[src/rtl/mem_copy_engine.sv]
// mem_copy_engine: second bus initiator on the word-addressed memory port.
// Copies LEN 32-bit words from a source byte address to a destination byte
// address, one read cycle then one write cycle per word, ascending order.
// Optional build macro: COPY_CHECKSUM_EN adds a running 32-bit sum (csum) of
// every word written during the current transfer.
module mem_copy_engine #(
    parameter int LEN_W = 16
) (
    input  logic             clk,
    input  logic             reset,
    input  logic             start,
    input  logic [31:0]      src_addr,
    input  logic [31:0]      dst_addr,
    input  logic [LEN_W-1:0] len,
    output logic             busy,
    output logic             done,
    output logic             err,
    output logic             mem_we,
    output logic [31:0]      mem_a,
    output logic [31:0]      mem_wd,
    input  logic [31:0]      mem_rd
`ifdef COPY_CHECKSUM_EN
    ,
    output logic [31:0]      csum
`endif
);

    typedef enum logic [1:0] {
        S_IDLE = 2'd0,
        S_RD   = 2'd1,
        S_WR   = 2'd2,
        S_DONE = 2'd3
    } state_t;

    state_t           state_q, state_d;
    logic [31:0]      src_q, src_d;
    logic [31:0]      dst_q, dst_d;
    logic [LEN_W-1:0] cnt_q, cnt_d;
    logic [31:0]      buf_q, buf_d;
    logic             err_q, err_d;
    logic [31:0]      csum_q, csum_d;

    logic aligned;
    assign aligned = (src_addr[1:0] == 2'b00) && (dst_addr[1:0] == 2'b00);

    // State and datapath registers; reset aborts immediately, so mem_we drops
    // without waiting for a clock edge.
    always_ff @(posedge clk or negedge reset) begin
        if (!reset) begin
            state_q <= S_IDLE;
            src_q   <= 32'd0;
            dst_q   <= 32'd0;
            cnt_q   <= '0;
            buf_q   <= 32'd0;
            err_q   <= 1'b0;
            csum_q  <= 32'd0;
        end else begin
            state_q <= state_d;
            src_q   <= src_d;
            dst_q   <= dst_d;
            cnt_q   <= cnt_d;
            buf_q   <= buf_d;
            err_q   <= err_d;
            csum_q  <= csum_d;
        end
    end

    // Next-state and datapath update; count is checked before decrementing so
    // the maximum length never underflows.
    always_comb begin
        state_d = state_q;
        src_d   = src_q;
        dst_d   = dst_q;
        cnt_d   = cnt_q;
        buf_d   = buf_q;
        err_d   = 1'b0;
        csum_d  = csum_q;
        case (state_q)
            S_IDLE: begin
                if (start) begin
                    if (aligned) begin
                        src_d   = src_addr;
                        dst_d   = dst_addr;
                        cnt_d   = len;
                        csum_d  = 32'd0;
                        state_d = (len == '0) ? S_DONE : S_RD;
                    end else begin
                        err_d = 1'b1;
                    end
                end
            end
            S_RD: begin
                buf_d   = mem_rd;
                state_d = S_WR;
            end
            S_WR: begin
                src_d   = src_q + 32'd4;
                dst_d   = dst_q + 32'd4;
                cnt_d   = cnt_q - LEN_W'(1);
                csum_d  = csum_q + buf_q;
                state_d = (cnt_q == LEN_W'(1)) ? S_DONE : S_RD;
            end
            S_DONE: begin
                state_d = S_IDLE;
            end
            default: begin
                state_d = S_IDLE;
            end
        endcase
    end

    // Outputs decoded from registered state; the address bus is parked at 0
    // when no memory access is in progress.
    always_comb begin
        busy   = (state_q != S_IDLE);
        done   = (state_q == S_DONE);
        mem_we = (state_q == S_WR);
        mem_wd = buf_q;
        err    = err_q;
        mem_a  = 32'd0;
        if (state_q == S_RD) begin
            mem_a = src_q;
        end else if (state_q == S_WR) begin
            mem_a = dst_q;
        end
    end

`ifdef COPY_CHECKSUM_EN
    assign csum = csum_q;
`else
    // Without the checksum output the running sum has no observer.
    logic csum_unused;
    assign csum_unused = ^csum_q;
`endif

endmodule

[config.mk]
export PLATFORM = sky130hd
export DESIGN_NAME = mem_copy_engine
export DESIGN_NICKNAME = d
export VERILOG_FILES = /design/src/rtl/mem_copy_engine.sv
export SDC_FILE = /design/constraint.sdc
export NUM_CORES = 1
export LEC_CHECK = 0
export CAP_MARGIN = 25
export CORE_MARGIN = 2
export CORE_UTILIZATION = 45
export CTS_CLUSTER_DIAMETER = 80
export DETAILED_ROUTE_END_ITERATION = 12
export DONT_BUFFER_PORTS = 1
export SETUP_SLACK_MARGIN = 0.1
export SYNTH_ARGS = -nofsm -noshare
export SYNTH_HDL_FRONTEND = slang
export SYNTH_SLANG_ARGS = --single-unit
[constraint.sdc]
create_clock -name clk -period 2.15 [get_ports clk]
set_input_delay 0.5375 -clock clk [delete_from_list [all_inputs] [get_ports clk]]
set_output_delay 0.5375 -clock clk [all_outputs]
set_load 0.05 [all_outputs]
* Yosys cells after proc, flatten, opt, wreduce, memory -nomap -nowiden
Index checks and enable logic that the tools add are counted.
Operators by class: $add $sub $neg 3, multipliers 0, div/mod/pow operators 0, order comparisons 0, eq/ne operators 6, shifts and indexed selects 0, mux-type cells 19, bitwise logic cells 0, reduce and logical (&&, ||, !) cells 9
Operators by type and width (count):
- 2-to-1 mux 32 bit | 6
- case mux 32 bit (2 select lines) | 2
- adder 32 x 3 -> 32 bit (second input constant) | 2
- 2-to-1 mux 16 bit | 2
- case mux 16 bit (2 select lines) | 1
- equality test 16 x 1 -> 1 bit (second input constant) | 1
- zero test 16 bit | 1
- subtractor 16 x 1 -> 16 bit (second input constant) | 1
- 2-to-1 mux 2 bit | 4
- case mux 2 bit (4 select lines) | 1
- zero test 2 bit | 3
- equality test 2 bit (second input constant) | 2
- inequality test 2 bit (second input constant) | 2
- nonzero test 2 bit | 2
- 2-to-1 mux 1 bit | 3
- AND reduction 3 bit | 1
- equality test 2 x 1 -> 1 bit (second input constant) | 1
- AND reduction 2 bit | 1
- logical AND 1 bit | 1
Storage, ports and cells: register bits after elaboration 115, bits in latches 0, RAM bits 0, bits in read-only memories 0, bits of input ports 115, output and inout port bits 68, logic and storage cells 43, memories 0

* Logic depth before layout (Yosys ltp)
Gate-level depths: netlist of run 1.
depth after elaboration 5, depth in mapped cells 8, mapped depth without buffers 7

* Least setup slack after synthesis of run 1
Ideal clock, no wire load.
path kind reg-to-output, from register state_q[0], to output mem_a[15], data arrival time 2.360 ns, required time 1.612 ns, path slack -0.748 ns, stages on the path, launching flop included 7, path buffers 3, cell sequence dfrtp_1 clkbuf_1 inv_1 clkbuf_1 buf_1 nand2_1 o21ai_0
On the way: word-level cells in the longest chain between the ends 3, elaborated cells between the ends (all ways) 4, classes of those cells eq/ne: 2; mux: 2
Ends and longest elaborated chain:
- from (decl) | RTL line 35 | state_t state_q, state_d;
- from (signal assigned) | RTL line 58 | state_q <= state_d;
- equality test 2 bit | RTL line 123 | end else if (state_q == S_WR) begin
- 2-to-1 mux 32 bit | RTL line 123
- 2-to-1 mux 32 bit * | RTL line 121 | if (state_q == S_RD) begin
- to (decl) | RTL line 19 | output logic [31:0] mem_a,
Every way passes the cells marked *; elsewhere a longest branch is shown, timed or not.

* Worst setup path in the final report of run 1
from register state_q[1], to output mem_a[21]
Same word-level chain as after synthesis.

==> flow_metrics.env, run 1 <==
export IMPL_die_area_um2=16900
export IMPL_cp_end_kind="output pin"
export IMPL_worstSkewPairLatency_ns=0.42
export IMPL_critPathKind="reg -> out"
export IMPL_setup_slack_ns=-0.164
export IMPL_synthToLayoutAreaGrowth_pct=36.4
export IMPL_async_flop_share_pct=100
export IMPL_required_ns=1.61
export IMPL_synth_edff_count=0
export IMPL_io_buffers=0
export IMPL_dp_slack_ns=-0.0879
export IMPL_yosysWarningCount=0
export IMPL_htree_levels=4
export IMPL_hold_class="in -> async"
export IMPL_drt_wl_total_mm=26.2
export IMPL_avgSynthCellArea_um2=8.89
export IMPL_syn_inst=805
export IMPL_grt_ovfl_total=0
export IMPL_fin_nets=998
export IMPL_dpl_instance_area_um2=8420
export IMPL_ys_types=70
export IMPL_r2r_slack_ns=-0.06
export IMPL_setup_viol=34
export IMPL_drcViolationCount=0
export IMPL_rows=46
export IMPL_drive_gt1_share_pct=33.2
export IMPL_final_area_um2=9770
export IMPL_drtIter0Drc=682
export IMPL_path_clk_slew_ns=0.06
export IMPL_p_leak_nw=3.91
export IMPL_first_pass_iters=5
export IMPL_fin_crit_sh_pct=108
export IMPL_vias=7254
export IMPL_layout_common_cells="dfrtp_1 (111), buf_4 (87), nand2_1 (69), a21oi_1 (45), nor2_1 (44)"
export IMPL_ir_drop_uv=927
export IMPL_timing_final_max_slew_violations=0
export IMPL_grt_first_pass_wirelength_mm=39.6
export IMPL_worst_pin_slew_ns=0.498
export IMPL_die_x_um=130
export IMPL_ioPinCount=183
export IMPL_drtAntennaViolNets=0
export IMPL_arrival_ns=1.78
export IMPL_utilization_pct=62.2
export IMPL_syn_num_nets=924
export IMPL_core_um2=15700
export IMPL_place_congestion=0.888
export IMPL_rsz0062_at_grt="yes"
export IMPL_grt_util_all_layers_pct=30.9
export IMPL_grt_max_degree=116
export IMPL_synth_main_ff_cell="dfrtp_1"
export IMPL_fmax_mhz=432
export IMPL_hpwl_mm=17.1
export IMPL_slew_headroom_pct=66.8
export IMPL_cts_tree="done"
export IMPL_failed_checks="negative hold slack, negative setup slack"
export IMPL_cts_sinks=115
export IMPL_cap_violations=0
export IMPL_min_period_ns=2.31
export IMPL_p_per_area_nw_per_um2=1870
export IMPL_synth_seq_cells=115
export IMPL_antenna_found_initial=0
export IMPL_fillers=1307
export IMPL_initial_core_util_pct=45.6
export IMPL_hold_viol_final=115
export IMPL_final_common_cell="dfrtp_1"
export IMPL_start_kind="flop"
export IMPL_fin_skew_ns=0.00739
export IMPL_cts_buffers=17
export IMPL_power_mw=18.3
export IMPL_worst_hold_slack_ns=-0.188
export IMPL_crit_path_max_fanout=11
export IMPL_synthesis_area_um2=7160
export IMPL_seq_area_frac_synth_pct=40.2
export IMPL_vias_per_cell=6.55
export IMPL_antenna_cells=0
export IMPL_cts_root_buf="clkbuf_16"
export IMPL_cts_path_max_buffers=2
export IMPL_avgRoutedWirePerCell_um=23.6
export IMPL_grt_pass1_vias=7214
export IMPL_outcome="finished, violations left"
export IMPL_die_h_um=130
per-layer routing:
metal | share of wire, % | GRT usage [%] | vias to the layer above
met5 | 0 | 0 | -
met4 | 4.0 | 14.9 | 0
met3 | 9.7 | 9.55 | 72
met2 | 48 | 50.6 | 411
met1 | 38 | 37.2 | 3543
li1 | - | - | 3228
report_power, final:
group / switching [mW] / internal [mW]
registers: 2.29 / 3.17
clock network: 1.16 / 1.62
logic: 5.49 / 4.59
total: 8.93 / 9.38
per-stage QoR:
stage	cells	setup TNS [ns]	hold WS (ns)
finish	1108	-4.38	-0.188
global route	1108	-5.85	-0.208
CTS	1100	-4.55	-0.202
detailed placement	1048	-0.356	0.248
global placement	1048	-0.100	0.246
floorplan	805	-0.0108	0.242
worst paths after layout:
path | start | endpoint | depth (start not counted)
hold / removal | reset | dst_q[25] | 0
hold reg to reg | dst_q[1] | dst_q[1] | 1
max in group asynchronous | reset | dst_q[2] | 0
setup / recovery | state_q[1] | mem_a[21] | 5
min in group clk | dst_addr[28] | dst_q[28] | 1
setup reg to reg | cnt_q[5] | cnt_q[12] | 6
logic make-up (layout without fill, tap and decap cells):
logic type / after synthesis / count (layout) / synth area share, %
flip-flops: 115 / 115 / 40.2
adder cells (fa/ha/maj): 4 / 4 / 0.699
multiplexers: 52 / 52 / 7.90
XOR/XNOR: 6 / 6 / 0.734
AND/OR/NAND/NOR: 281 / 281 / 20.6
buffers and inverters: 86 / 173 / 4.75
AO/OA/AOI/OAI: 261 / 261 / 25.1
flip-flops by register name, summed over array words and instances, names as in the netlist:
register,count
dst_q,32
cnt_q,16
state_q,2
mem_wd,32
src_q,32
err,1
synth_stat cells, types with 4 or more instances:
| master | n | area, µm² |
|---|---|---|
| a31oi_1 | 11 | 68.8 |
| and2_1 | 7 | 43.8 |
| ha_1 | 4 | 50.1 |
| a21oi_1 | 45 | 225 |
| nor2_1 | 51 | 191 |
| and4_1 | 9 | 78.8 |
| nand2b_1 | 6 | 37.5 |
| o21ai_0 | 42 | 210 |
| dfrtp_1 | 115 | 2880 |
| a22oi_1 | 17 | 128 |
| and3_1 | 14 | 87.6 |
| a221oi_1 | 5 | 43.8 |
| o22ai_1 | 30 | 188 |
| buf_2 | 8 | 40.0 |
| a2bb2oi_1 | 11 | 96.3 |
| nand3_1 | 23 | 115 |
| nor4b_1 | 4 | 35.0 |
| nor3_1 | 27 | 135 |
| a21o_1 | 4 | 30.0 |
| or3_1 | 6 | 37.5 |
| a211oi_1 | 10 | 75.1 |
| a311oi_1 | 7 | 61.3 |
| mux2i_1 | 16 | 160 |
| nand4_1 | 16 | 100 |
| mux2_2 | 36 | 405 |
| o22a_1 | 14 | 123 |
| clkbuf_1 | 62 | 233 |
| nand2_1 | 81 | 304 |
| o221ai_1 | 6 | 52.6 |
| o21ai_1 | 8 | 40.0 |
| buf_1 | 4 | 15.0 |
| nor4_1 | 12 | 75.1 |
| a22o_1 | 17 | 149 |
| o211ai_1 | 4 | 30.0 |
| inv_1 | 10 | 37.5 |
| or4_1 | 6 | 45.0 |
timing repair:
action,4_1_cts,5_1_grt
endpoints found under the setup margin,42,59
gates resized for setup,66,32
pin swaps,20,16
buffers inserted,14,7
hold endpoints to repair,115,115
gates cloned,6,1
layout make-up:
cell class                      count  area (µm²)  area share (%)
Clock buffer                       17         425            4.36
Clock inverter                     15         146            1.50
Inverter                           11        51.3           0.525
Multi-Input combinational cell    604        4490            46.0
Sequential cell                   115        2890            29.5
Tap cell                          216         270            2.77
Timing Repair Buffer              130        1490            15.3
worst max-delay path: stages, from the launching register on:
cell	delay (ns)
dfrtp_4	0.47
or2b_4	0.26
inv_8	0.06
buf_16	0.15
a22o_4	0.26
buf_12	0.14
Power figures use the tool's default switching activity.
==> inputs of run 2 (changes only) <==
- CTS_BUF_LIST: unset -> sky130_fd_sc_hd__clkbuf_4 sky130_fd_sc_hd__clkbuf_8
- RECOVER_POWER: unset -> 25
- clock period: 2.15 -> 2.35 ns (I/O delays scaled with it)
==> run 2 against run 1 <==
Effect of this change: the run still ends with negative hold slack, negative setup slack left; count of clock-buffer cells in the layout did not move; flip-flop and latch count unchanged; register-to-register slack better by 0.21 ns; die area unchanged; non-clock buffer count decreased by 7; combinational power fell by 6%; final area decreased by 1.2%; sequential share of layout area up 0.32 points; first-iteration DRC count increased by 21%; largest cell class unchanged.
==> flow_metrics.env, run 2 (same netlist as run 1, synthesis figures left out) <==
export IMPL_core_um2=15700
export IMPL_path_clk_slew_ns=0.08
export IMPL_avgRoutedWirePerCell_um=23.8
export IMPL_hpwl_mm=16.6
export IMPL_top_layer_used="met4"
export IMPL_final_area_um2=9650
export IMPL_hold_viol_final=115
export IMPL_critPathKind="reg -> out"
export IMPL_met2_length_mm=12.5
export IMPL_cts_path_max_buffers=2
export IMPL_cts_root_buf="clkbuf_8"
export IMPL_dpl_instance_area_um2=8240
export IMPL_grt_pass1_vias=7043
export IMPL_dp_slack_ns=0.0328
export IMPL_cp_depth=5
export IMPL_antenna_found_initial=1
export IMPL_worstSkewPairLatency_ns=0.46
export IMPL_drive_gt1_share_pct=30.7
export IMPL_worstPathCellList="or2b_4 > inv_8 > buf_8 > a22o_4 > buf_12"
export IMPL_worst_pin_slew_ns=0.522
export IMPL_slowest_delay_ns=0.52
export IMPL_worst_hold_slack_ns=-0.181
export IMPL_place_congestion=0.948
export IMPL_p_leak_nw=3.92
export IMPL_cts_tree="done"
export IMPL_multi_input_area_um2=4400
export IMPL_regArea_um2=2880
export IMPL_die_x_um=130
export IMPL_fillers=1294
export IMPL_p_per_area_nw_per_um2=1720
export IMPL_start_kind="flop"
export IMPL_wl_met3_mm=2.62
export IMPL_critPathTopFamily="flip-flops"
export IMPL_rr_startpoint="cnt_q[6]"
export IMPL_fin_skew_ns=0.0148
export IMPL_cap_violations=0
export IMPL_crit_buf_inv=3
export IMPL_cts_sinks=115
export IMPL_crit_path_max_fanout=6
export IMPL_rows=46
export IMPL_slowest_stage="dfrtp_4"
export IMPL_setup_slack_ns=-0.0976
export IMPL_htree_levels=4
export IMPL_vias=7390
export IMPL_die_h_um=130
export IMPL_synthToLayoutAreaGrowth_pct=34.8
export IMPL_cts_buffers=17
export IMPL_ir_drop_uv=869
export IMPL_grt_first_pass_wirelength_mm=38.9
export IMPL_rr_endpoint="cnt_q[14]"
export IMPL_fin_crit_sh_pct=104
export IMPL_initial_core_util_pct=45.6
export IMPL_final_common_cell="dfrtp_1"
export IMPL_vias_per_cell=6.71
export IMPL_layout_common_cells="dfrtp_1 (113), nand2_1 (65), buf_4 (64), nor2_1 (47), a21oi_1 (45)"
export IMPL_failed_checks="negative hold slack, negative setup slack"
export IMPL_drcViolationCount=0
export IMPL_ioPinCount=183
export IMPL_outcome="finished, violations left"
export IMPL_min_period_ns=2.45
export IMPL_arrival_ns=1.86
export IMPL_grt_util_all_layers_pct=30.3
export IMPL_die_area_um2=16900
export IMPL_wl_met1_mm=10.3
export IMPL_cp_end_kind="output pin"
export IMPL_required_ns=1.76
export IMPL_drtIter0Drc=828
export IMPL_timing_final_max_slew_violations=0
export IMPL_grt_max_degree=116
export IMPL_grt_ovfl_total=0
export IMPL_power_mw=16.6
export IMPL_io_buffers=0
export IMPL_fmax_mhz=409
export IMPL_ff2ff_path_depth=5
export IMPL_drt_wl_total_mm=26.3
export IMPL_hold_class="in -> async"
export IMPL_slew_headroom_pct=64.9
export IMPL_rsz0062_at_grt="yes"
export IMPL_setup_viol=23
export IMPL_first_pass_iters=8
export IMPL_r2r_slack_ns=0.15
export IMPL_drtAntennaViolNets=0
export IMPL_fin_nets=991
-- run 2: per-stage QoR --
step	std cells	TNS, ns	hold WS (ns)	util [%]
floorplan	805	0	0.292	-
global placement	1025	0	0.297	52.5
detailed placement	1025	0	0.298	52.5
CTS	1083	-1.73	-0.190	59.2
global route	1102	-2.50	-0.204	61.4
finish	1102	-1.56	-0.181	61.4
-- run 2: per-layer routing --
metal,track usage [%],vias up
li1,-,3223
met1,39.8,3645
met2,47.8,447
met3,7.30,75
met4,13.0,0
met5,0,-
-- run 2: what timing repair did --
action / in CTS / in global routing
endpoints found under the hold margin: 115 / 115
pin swaps: 23 / 14
cloned: 4 / 4
gates resized for setup: 72 / 40
setup buffers: 22 / 15
setup endpoints to repair: 36 / 40
-- run 2: power breakdown --
group	total, mW	internal, mW	switching, mW	leakage, nW
clock network	1.87	0.946	0.925	0.189
registers	5.18	2.89	2.28	1.36
logic	9.51	4.56	4.95	2.37
total	16.6	8.40	8.16	3.92
-- run 2: worst max path at each step --
stage,slack (ns),end,from
floorplan,0.05,mem_a[20],state_q[1]
global placement,0.08,dst_q[24],dst_addr[1]
detailed placement,0.03,src_q[30],dst_addr[1]
CTS,-0.09,mem_a[15],state_q[1]
global route,-0.13,mem_a[13],state_q[1]
finish,-0.1,mem_a[13],state_q[1]
-- run 2: layout make-up --
type                    count  area share [%]
repair buffers            123            17.0
multi-input cells         604            45.6
clock inverters            15            1.63
well taps                 216            2.80
flip-flops and latches    115            29.9
diodes                      1          0.0259
clock buffers              17            2.42
inverters                  11           0.661
==> inputs of run 3 (changes only) <==
- CORE_MARGIN: 2 -> unset
- CORE_UTILIZATION: 45 -> 50
- PLACE_DENSITY: unset -> 0.68
- clock period: 2.35 -> 2.1 ns (I/O delays scaled with it)
==> run 3 against run 2 <==
Effect of this change: the run still ends with negative hold slack, negative setup slack left; non-clock buffer count grew 6; count of clock-buffer cells in the layout did not move; setup slack got worse by 0.17 ns; flip-flop and latch count unchanged; first-iteration DRC count up 23%; critical path depth is the same; hold slack worse by 0.054 ns; die area decreased by 13%; clock power increased by 5%; register-to-register slack got worse by 0.21 ns; global-route usage is 3.7 points higher; total power increased by 5.0%; largest power group unchanged; highest routed layer unchanged.
==> flow_metrics.env, run 3 (same netlist as run 1, synthesis figures left out) <==
export IMPL_setup_slack_ns=-0.264
export IMPL_vias_per_cell=6.83
export IMPL_cap_violations=0
export IMPL_die_h_um=122
export IMPL_synthToLayoutAreaGrowth_pct=31.1
export IMPL_final_common_cell="dfrtp_1"
export IMPL_initial_core_util_pct=51.4
export IMPL_layout_common_cells="dfrtp_1 (110), buf_4 (89), nand2_1 (71), nor2_1 (44), a21oi_1 (44)"
export IMPL_fin_nets=997
export IMPL_core_um2=13900
export IMPL_antenna_cells=0
export IMPL_start_kind="flop"
export IMPL_critPathKind="reg -> out"
export IMPL_grt_ovfl_total=0
export IMPL_hold_class="in -> async"
export IMPL_worst_pin_slew_ns=0.492
export IMPL_fin_skew_ns=0.0125
export IMPL_rr_startpoint="cnt_q[5]"
export IMPL_htree_levels=4
export IMPL_cts_buffers=17
export IMPL_fin_crit_sh_pct=113
export IMPL_crit_path_max_fanout=7
export IMPL_drtAntennaViolNets=0
export IMPL_path_clk_slew_ns=0.08
export IMPL_avgRoutedWirePerCell_um=23.1
export IMPL_grt_pass1_vias=7126
export IMPL_fillers=1077
export IMPL_cp_end_kind="output pin"
export IMPL_antenna_found_initial=0
export IMPL_worstSkewPairLatency_ns=0.45
export IMPL_required_ns=1.57
export IMPL_io_buffers=0
export IMPL_arrival_ns=1.84
export IMPL_drtIter0Drc=1020
export IMPL_hpwl_mm=16.5
export IMPL_worst_hold_slack_ns=-0.235
export IMPL_cts_root_buf="clkbuf_8"
export IMPL_hold_viol_final=115
export IMPL_p_leak_nw=3.80
export IMPL_cts_tree="done"
export IMPL_dp_slack_ns=-0.0482
export IMPL_slew_headroom_pct=67.2
export IMPL_failed_checks="negative hold slack, negative setup slack"
export IMPL_die_area_um2=14800
export IMPL_fmax_mhz=423
export IMPL_die_x_um=122
export IMPL_drt_wl_total_mm=24.8
export IMPL_drcViolationCount=0
export IMPL_regArea_um2=2890
export IMPL_fin_cells=1071
export IMPL_grt_max_degree=116
export IMPL_first_pass_iters=5
export IMPL_p_per_area_nw_per_um2=1850
export IMPL_outcome="finished, violations left"
export IMPL_setup_viol=36
export IMPL_ioPinCount=183
export IMPL_cts_path_max_buffers=2
export IMPL_timing_final_max_slew_violations=0
export IMPL_drive_gt1_share_pct=32.9
export IMPL_utilization_pct=67.4
export IMPL_cts_sinks=115
export IMPL_grt_util_all_layers_pct=33.9
export IMPL_place_congestion=0.884
export IMPL_multi_input_area_um2=4490
export IMPL_grt_first_pass_wirelength_mm=38.1
export IMPL_vias=7315
export IMPL_ir_drop_uv=1130
export IMPL_power_mw=17.4
export IMPL_rows=43
export IMPL_rsz0062_at_grt="yes"
export IMPL_min_period_ns=2.36
export IMPL_dp_cells=1005
export IMPL_cp_startpoint="state_q[1]"
[run 3: final cells by class]
type | count | share of cell area [%]
Multi-Input combinational cell | 604 | 47.8
Sequential cell | 115 | 30.7
Timing Repair Buffer | 129 | 14.5
Clock buffer | 17 | 2.49
Tap cell | 180 | 2.40
Clock inverter | 15 | 1.44
Inverter | 11 | 0.600
[run 3: critical path: stages (launching register included)]
cell     delay [ns]
dfrtp_4        0.52
or2b_4         0.25
inv_8          0.07
buf_6          0.14
a22o_4         0.26
buf_12         0.15
[run 3: layer usage]
layer | part of all wire (%) | global-route usage [%]
met5 | 0 | 0
met4 | 2.6 | 14.4
met3 | 10 | 10.5
met2 | 49 | 55.0
met1 | 38 | 41.8
[run 3: what timing repair did]
action	in CTS	in global routing
hold endpoints to repair	115	115
pin swaps	35	25
setup buffers	21	10
cloned	3	0
setup endpoints to repair	47	75
resized for setup	60	36
[run 3: final timing paths]
path,end,slack (ns),cells after the start
setup / recovery,mem_a[26],-0.26,5
hold / removal,dst_q[29],-0.24,0
setup reg to reg,cnt_q[10],-0.06,5
hold reg to reg,src_q[1],0.54,1
max in group asynchronous,dst_q[3],2.13,0
min in group clk,dst_q[28],0.19,1
[run 3: stage by stage]
step                      TNS (ns)  cell area [µm²]
after CTS                    -7.61             9170
final                        -7.35             9390
after global routing         -9.02             9390
after floorplan            -0.0608             7480
after global placement           0             8300
after detailed placement    -0.178             8300
[run 3: power by group]
group | internal [mW] | leakage [nW] | switching, mW
clock | 0.937 | 0.174 | 1.04
combinational | 4.32 | 2.26 | 5.50
sequential | 3.24 | 1.36 | 2.35
total | 8.50 | 3.80 | 8.88
